==> src/rtl/frame_capture_writer.sv <==
// Captures one camera frame per write window, packing byte pairs into
// RGB565 words and writing them sequentially into the frame buffer RAM.
module frame_capture_writer #(
  parameter int ADDR_W      = 17,
  parameter int FRAME_WORDS = 76800,
  parameter int LINE_WORDS  = 320
) (
  input  logic              clk,
  input  logic              reset,
  input  logic              select,
  input  logic              internal_vsync,
  input  logic              href,
  input  logic              pixel_valid,
  input  logic [7:0]        pixel_byte,
  output logic              wr_en,
  output logic [ADDR_W-1:0] wr_addr,
  output logic [15:0]       wr_data,
  output logic              busy,
  output logic              frame_done,
  output logic              frame_err,
  output logic              abort,
  output logic [ADDR_W-1:0] word_count
);

  localparam logic [1:0] S_IDLE    = 2'd0;
  localparam logic [1:0] S_WAIT    = 2'd1;
  localparam logic [1:0] S_CAPTURE = 2'd2;
  localparam logic [1:0] S_DONE    = 2'd3;

  localparam logic [ADDR_W-1:0] L_FRAME = ADDR_W'(FRAME_WORDS);
  localparam logic [ADDR_W-1:0] L_LINE  = ADDR_W'(LINE_WORDS);
  localparam logic [ADDR_W-1:0] L_ONE   = ADDR_W'(1);

  logic [1:0]        r_state;
  logic              r_phase;
  logic [7:0]        r_hi;
  logic [ADDR_W-1:0] r_line_cnt;
  logic              r_href_d;
  logic              r_wr_en;
  logic [ADDR_W-1:0] r_wr_addr;
  logic [15:0]       r_wr_data;
  logic              r_busy;
  logic              r_frame_done;
  logic              r_frame_err;
  logic              r_abort;
  logic [ADDR_W-1:0] r_word_count;

  logic [1:0]        w_next;
  logic              w_capturing;
  logic              w_accept;
  logic              w_href_fall;
  logic              w_full;
  logic              w_start;
  logic              w_end;

  // Next-state logic; entering WAIT with vsync high makes its first low cycle the frame start.
  always_comb begin
    w_next = r_state;
    case (r_state)
      S_IDLE: begin
        if (select && internal_vsync) w_next = S_WAIT;
        else                          w_next = S_IDLE;
      end
      S_WAIT: begin
        if (!select)              w_next = S_IDLE;
        else if (!internal_vsync) w_next = S_CAPTURE;
        else                      w_next = S_WAIT;
      end
      S_CAPTURE: begin
        if (!select)             w_next = S_IDLE;
        else if (internal_vsync) w_next = S_DONE;
        else                     w_next = S_CAPTURE;
      end
      S_DONE:  w_next = S_IDLE;
      default: w_next = S_IDLE;
    endcase
  end

  // Bytes arriving in an exit cycle are not part of the frame.
  assign w_capturing = (r_state == S_CAPTURE) && (w_next == S_CAPTURE);
  assign w_accept    = w_capturing && pixel_valid && href;
  assign w_href_fall = w_capturing && r_href_d && !href;
  assign w_full      = (r_word_count == L_FRAME);
  assign w_start     = (r_state == S_WAIT) && (w_next == S_CAPTURE);
  assign w_end       = (r_state == S_CAPTURE) && (w_next == S_DONE);

  // Sequencing, packing, line/frame checks and registered outputs.
  always_ff @(posedge clk) begin
    if (reset) begin
      r_state      <= S_IDLE;
      r_phase      <= 1'b0;
      r_hi         <= 8'd0;
      r_line_cnt   <= '0;
      r_href_d     <= 1'b0;
      r_wr_en      <= 1'b0;
      r_wr_addr    <= '0;
      r_wr_data    <= 16'd0;
      r_busy       <= 1'b0;
      r_frame_done <= 1'b0;
      r_frame_err  <= 1'b0;
      r_abort      <= 1'b0;
      r_word_count <= '0;
    end else begin
      r_state      <= w_next;
      r_href_d     <= href;
      r_busy       <= (w_next == S_WAIT) || (w_next == S_CAPTURE);
      r_frame_done <= w_end;
      r_abort      <= (r_state == S_CAPTURE) && (w_next == S_IDLE);
      r_wr_en      <= 1'b0;
      // Address advances after each write but parks on the last word of a full frame.
      if (r_wr_en && !w_full) begin
        r_wr_addr <= r_wr_addr + L_ONE;
      end
      if (w_start) begin
        r_wr_addr    <= '0;
        r_word_count <= '0;
        r_frame_err  <= 1'b0;
        r_phase      <= 1'b0;
        r_line_cnt   <= '0;
      end else if (w_accept) begin
        if (!r_phase) begin
          r_hi    <= pixel_byte;
          r_phase <= 1'b1;
        end else begin
          r_phase    <= 1'b0;
          r_line_cnt <= r_line_cnt + L_ONE;
          if (w_full) begin
            r_frame_err <= 1'b1;
          end else begin
            r_wr_en      <= 1'b1;
            r_wr_data    <= {r_hi, pixel_byte};
            r_word_count <= r_word_count + L_ONE;
          end
        end
      end else if (w_href_fall) begin
        if ((r_line_cnt != L_LINE) || r_phase) begin
          r_frame_err <= 1'b1;
        end
        r_phase    <= 1'b0;
        r_line_cnt <= '0;
      end else if (w_end) begin
        if (!w_full) begin
          r_frame_err <= 1'b1;
        end
      end
    end
  end

  assign wr_en      = r_wr_en;
  assign wr_addr    = r_wr_addr;
  assign wr_data    = r_wr_data;
  assign busy       = r_busy;
  assign frame_done = r_frame_done;
  assign frame_err  = r_frame_err;
  assign abort      = r_abort;
  assign word_count = r_word_count;

endmodule

==> config.mk <==
export PLATFORM = sky130hd
export DESIGN_NAME = frame_capture_writer
export DESIGN_NICKNAME = d
export VERILOG_FILES = /design/src/rtl/frame_capture_writer.sv
export SDC_FILE = /design/constraint.sdc
export NUM_CORES = 1
export LEC_CHECK = 0
export CAP_MARGIN = 20
export CORE_MARGIN = 2
export CORE_UTILIZATION = 56
export CTS_CLUSTER_DIAMETER = 150
export DETAILED_ROUTE_END_ITERATION = 16
export PLACE_DENSITY = 0.85
export SLEW_MARGIN = 5
export SYNTH_ARGS = -nofsm -noshare
export SYNTH_HDL_FRONTEND = slang
export SYNTH_SLANG_ARGS = --single-unit
==> constraint.sdc <==
create_clock -name clk -period 6.01 [get_ports clk]
set_input_delay 1.202 -clock clk [delete_from_list [all_inputs] [get_ports clk]]
set_output_delay 1.202 -clock clk [all_outputs]
set_load 0.01 [all_outputs]
==> run_results.csv, run 1 <==
group,metric,value,unit
floorplan,core_area,6422,µm²
drt,drt-total-wl,8350,µm
sta,post-route-worst-setup-slack,2.096,ns
clock_network,cts_sinks,84,
critical_path,endpoint_kind,"register",
clock_network,cts_hold_buf,0,
clock_network,clk_latency,0.35,ns
logic_synthesis,ys_ff_latch,84,
drt,drc,0,
floorplan,fp.dieW,86.17,µm
clock_network,h-tree-depth,3,
final_layout,num-fill-cells,493,
run,cap_violations,0,
critical_path,critPathKind,"input port to register",
sta,hold_slack,0.4614,ns
critical_path,cp.arrival,4.22,ns
drt,final_antenna_net_count,0,
critical_path,required,6.31,ns
final_layout,seqCellArea,1682,µm²
clock_network,cts_tree,"done",
critical_path,start_kind,"input port",
final_layout,fin_util,72.18,%
logic_synthesis,synth_seq_area_share,44.47,%
sta,max_slew_margin,25.04,%
power_and_ir_drop,total_leakage_power,1.483,nW
place,dpl_worst_slack,1.784,ns
sta,period_share,65.13,%
grt,grt_use_total,23.58,%
logic_synthesis,synth_edf_count,0,
critical_path,worst_r2r_startpoint,"r_state[0]$_SDFF_PP0_",
clock_network,cts_resized,0,
final_layout,multi_input_area,1924,µm²
sta,setup_tns,0,ns
place,gp_congestion,0.8217,
drt,vias,3228,
drt,dr.first_iter.drc_count,129,
clock_network,cts-root-buf,"clkbuf_8",
clock_network,numCtsBuffers,9,
logic_synthesis,async_flop_share,0,%
logic_synthesis,synth_nets,458,
place,dp_hpwl,5838,µm
clock_network,clockBufferDepth,2,
place,port_buffers,68,
floorplan,rows,29,
floorplan,dieArea,7425,µm²
clock_network,clkTransAtPathRegs,0.09,ns
status,outcome,"finished clean",
logic_synthesis,synthesis.area,3781,µm²
critical_path,critPathMaxFanout,40,
worst_hold_path,hold_class,"register to register",
logic_synthesis,syn_inst,436,
sta,maxSlewViolCount,0,
sta,clock_skew,0.006680,ns
grt,antenna_found_initial,0,
sta,rsz0062_at_grt,"false",
sta,hold_violations,0,
logic_synthesis,ys_warn_count,0,
clock_network,post_cts_buffers,0,
floorplan,start_util,58.87,%
power_and_ir_drop,peakVddDrop,158.0,µV
grt,grt_pass1_wl,14100,µm
worst_hold_path,hold_start,"wr_data[0]$_SDFFE_PP0P_",
grt,grt_pass1_vias,3108,
final_layout,area_growth,22.60,%
drt,wire_per_inst,14.45,µm
sta,tightest_slew,1.121,ns
sta,fmax,0.2555,GHz
logic_synthesis,synthDistinctLibCells,46,
floorplan,ioPinCount,69,
final_layout,antenna_cells,0,
logic_synthesis,synth_flop_cell,"dfxtp_1",
grt,grt_max_degree,41,
logic_synthesis,synth.avg_cell_area,8.672,µm²
sta,setup_violations,0,
critical_path,startpoint,"internal_vsync",
final_layout,final_net_count,518,
floorplan,die_h,86.17,µm
power_and_ir_drop,p_per_area,202.6,nW/µm²
drt,viasPerCell,5.585,
critical_path,regToRegSetupSlack,2.77,ns
grt,overflow,0,
sta,fin_crit,3.914,ns
drt,dr.pass1.iters,7,
final_layout,drive_gt1_share,6.188,%
-- metal layers --
metal,up-vias,share of wire (%),global-route usage [%]
met5,-,0,0
met4,0,1.7,8.949
met3,15,4.8,6.952
met2,76,52,40.52
met1,1535,42,27.86
li1,1602,-,-
-- cell families (layout without fill, tap and decap cells) --
family                   after synthesis  count (layout)  share of synthesized area [%]
buffers and inverters                 41             106                          4.632
XOR/XNOR                              39              39                          9.034
adder cells (fa/ha/maj)                8               8                          2.647
flip-flops                            84              84                          44.47
multiplexers                           9               9                          2.383
AO/OA/AOI/OAI                         49              49                          7.975
AND/OR/NAND/NOR                      206             206                          28.86
-- path summary, 6_finish.rpt --
path	end	depth (start not counted)
max	r_line_cnt[6]$_SDFFE_PP0P_	9
min reg2reg	wr_data[0]$_SDFFE_PP0P_	2
max reg2reg	r_line_cnt[6]$_SDFFE_PP0P_	8
min	wr_data[0]$_SDFFE_PP0P_	2
-- layout by cell type, fill, tap and decap left out, types with 5 or more instances in the layout --
cell type	n
a21oi_1	29
o21ai_0	8
inv_1	22
nor4_1	5
nor3_1	16
dfxtp_1	84
ha_1	8
and4_1	7
nand3_1	25
xor2_1	7
clkdlybuf4s50_1	68
nor3_2	5
mux2i_1	9
nand2_1	56
a211oi_1	5
clkbuf_8	9
xnor2_1	32
nor2_1	50
or3_1	8
-- Yosys cell counts (3+ instances only) --
cell type,instances,area share (%)
and4_1,7,1.6
xor2_1,7,1.6
a211oi_1,5,0.99
nand4_1,4,0.66
nor2b_1,3,0.50
nor4_1,5,0.83
and3_1,3,0.50
or3_1,8,1.3
a2111oi_2,3,1.2
nand2_1,56,5.6
nand3_1,25,3.3
nor3_2,5,1.3
xnor2_1,32,7.4
nor3b_1,4,0.79
o21ai_0,8,1.1
clkbuf_1,9,0.89
ha_1,8,2.6
nor3_1,16,2.1
nor2_1,50,5.0
and2_1,3,0.50
mux2i_1,9,2.4
a21oi_1,29,3.8
buf_2,5,0.66
dfxtp_1,84,44
inv_1,22,2.2
-- stage by stage --
step                power, mW  instance area, µm²  cells
floorplan              0.5820                3781    436
global placement       0.5948                4466    562
detailed placement     0.5956                4466    562
CTS                    0.9441                4636    578
global route           0.9710                4636    578
finish                 0.9394                4636    578
-- state kept, by name (all words and copies together) (netlist names), 2 cells and up --
signal / count
r_hi: 8
r_line_cnt: 17
r_state: 2
word_count: 17
wr_addr: 17
wr_data: 16
-- layout make-up --
type                    instances  share of cell area (%)
clock buffers                  11                   2.834
clock inverters                 5                  0.8367
inverters                      22                   1.781
multi-input cells             311                   41.51
flip-flops and latches         84                   36.28
well taps                      77                   2.078
repair buffers                 68                   14.68
-- where the power goes --
group          switching [mW]  internal (mW)
clock                   0.206          0.151
sequential           0.000968          0.557
combinational          0.0139         0.0108
total                   0.221          0.719
-- worst max-delay path: stages --
cell and delay (ns):
clkdlybuf4s50_1 0.48, nor3b_1 0.06, o21ai_0 0.34, inv_1 0.14
ha_1 0.26, a31o_2 0.53, nand2b_1 0.52, or4_1 0.60
nand2_1 0.07
Power figures use the tool's default switching activity.
==> inputs of run 2 (changes only) <==
- CORE_UTILIZATION: 56 -> 52
- PLACE_DENSITY: 0.85 -> 0.79
- clock period: 6.01 -> 4.1 ns (I/O delays scaled with it)
==> run 2 against run 1 <==
Final area increased by 1.9%. Via count shrank 1.9%. Register-to-register slack worse by 1.5 ns. Largest power group unchanged. First-iteration DRC count increased by 16%. Largest cell class unchanged. Routed wire length decreased by 4.5%. Global-route usage shrank 2.7 points. Critical endpoint unchanged. Die area grew 7.3%. Cell count is 4.2% higher. Clock power rose by 72%.
==> run_results.csv, run 2 (synthesis gave the netlist of run 1 again) <==
group,metric,value,unit
worst_hold_path,hold_class,"register to register",
sta,tightest_slew,0.7128,ns
place,place_inst,587,
drt,dr.first_iter.drc_count,150,
final_layout,area_growth,24.88,%
clock_network,cts_hold_buf,0,
sta,fin_crit,3.169,ns
clock_network,numCtsBuffers,9,
power_and_ir_drop,share_seq_of_total_power,55.6,%
drt,viasPerCell,5.261,
grt,grt_pass1_wl,13250,µm
critical_path,critPathMaxFanout,14,
clock_network,clkTransAtPathRegs,0.08,ns
clock_network,clockBufferDepth,2,
power_and_ir_drop,total_power,1.471,mW
floorplan,dieArea,7969,µm²
floorplan,ioPinCount,69,
drt,vias,3167,
clock_network,cts-root-buf,"clkbuf_8",
sta,fmax,0.3155,GHz
critical_path,required,4.39,ns
sta,hold_violations,0,
grt,grt_use_total,20.86,%
drt,wire_per_inst,13.24,µm
sta,post-route-worst-setup-slack,0.9307,ns
clock_network,cts_sinks,84,
sta,maxSlewViolCount,0,
place,port_buffers,68,
power_and_ir_drop,peakVddDrop,196.1,µV
clock_network,cts_tree,"done",
sta,rsz0062_at_grt,"false",
grt,antenna_found_initial,0,
grt,overflow,0,
floorplan,fp.dieW,89.27,µm
final_layout,antenna_cells,0,
critical_path,start_kind,"input port",
floorplan,core_area,7137,µm²
final_layout,fin_util,66.16,%
power_and_ir_drop,total_leakage_power,1.521,nW
drt,final_antenna_net_count,0,
critical_path,critPathKind,"input port to register",
final_layout,layout_commonest_cell,"dfxtp_1",
power_and_ir_drop,pwr-share-comb,2.6,%
run,cap_violations,0,
clock_network,clk_latency,0.34,ns
drt,drc,0,
floorplan,rows,31,
power_and_ir_drop,p_switching,0.2965,mW
final_layout,drive_gt1_share,6.561,%
floorplan,start_util,52.98,%
grt,met1_usage,27.19,%
sta,max_slew_margin,52.48,%
power_and_ir_drop,pwr-share-clk,41.8,%
floorplan,die_h,89.27,µm
sta,clock_skew,0.009075,ns
clock_network,cts_resized,0,
final_layout,finalNonFillerCells,602,
grt,grt-busiest-layer,"met2",
sta,setup_violations,0,
power_and_ir_drop,intPower,1.175,mW
power_and_ir_drop,p_per_area,311.5,nW/µm²
status,outcome,"finished clean",
clock_network,h-tree-depth,3,
final_layout,final_cell_mix,"84 x dfxtp_1, 68 x clkdlybuf4s50_1, 56 x nand2_1",
grt,grtUsageMet2,34.81,%
drt,drt-total-wl,7972,µm
grt,grtUsageMet3,4.432,%
grt,grt_pass1_vias,2942,
sta,setup_tns,0,ns
critical_path,cp.arrival,3.46,ns
critical_path,endpoint_kind,"register",
place,dp_hpwl,5521,µm
drt,dr.pass1.iters,4,
clock_network,post_cts_buffers,0,
grt,grt_max_degree,40,
power_and_ir_drop,swShare,20.15,%
place,gp_congestion,0.8011,
final_layout,final_net_count,521,
place,dpl_worst_slack,0.5910,ns
sta,period_share,77.30,%
[run 2: cell count changes in the layout (fill, tap and decap cells not counted), sizes merged]
| cell | delta |
|---|---|
| clkinvlp | -2 |
| buf | +3 |
| clkinv | -1 |
| bufinv | +2 |
[run 2: critical path, stage by stage]
cell	delay (ns)
clkdlybuf4s50_1	0.42
nor3b_1	0.20
o21ai_0	0.16
inv_1	0.12
ha_1	0.23
and3_1	0.25
nand2_1	0.35
a21o_1	0.35
or4_1	0.48
nand2_1	0.07
[run 2: layer usage]
metal  share of wire (%)  up-vias
li1                    -     1596
met4                 1.1        0
met3                 4.7       10
met2                  49       79
met1                  45     1482
met5                   0        -
[run 2: area by class of cell]
type	count	area, µm²
fill	604	2415
multi-input combinational	311	1924
sequential	84	1682
timing repair buffer	71	703.2
clock buffer	11	131.4
tap	99	123.9
inverter	22	82.58
clock inverter	4	75.07
[run 2: power groups by stage]
stage | combinational (mW) | clock (mW) | sequential (mW)
after floorplan | 0.0161 | 0 | 0.837
after global placement | 0.0372 | 0 | 0.837
after detailed placement | 0.0377 | 0 | 0.837
after CTS | 0.0378 | 0.630 | 0.818
after global routing | 0.0409 | 0.665 | 0.818
final | 0.0379 | 0.615 | 0.818
[run 2: final timing paths]
check | from | endpoint | slack (ns) | cells past startpoint
worst max-delay path | internal_vsync | r_line_cnt[6]$_SDFFE_PP0P_ | 0.93 | 10
worst min-delay path | r_hi[0]$_SDFFE_PP0P_ | wr_data[8]$_SDFFE_PP0P_ | 0.46 | 2
worst max register to register | r_state[1]$_SDFF_PP0_ | r_line_cnt[6]$_SDFFE_PP0P_ | 1.31 | 9
worst min register to register | r_hi[0]$_SDFFE_PP0P_ | wr_data[8]$_SDFFE_PP0P_ | 0.46 | 2
[run 2: stage by stage]
step / cell area [µm²] / hold slack (ns)
3_3_place_gp: 4516 / 0.4398
2_1_floorplan: 3781 / 0.4312
3_5_place_dp: 4516 / 0.4462
4_1_cts: 4722 / 0.4575
6_report: 4722 / 0.4563
5_1_grt: 4722 / 0.4807
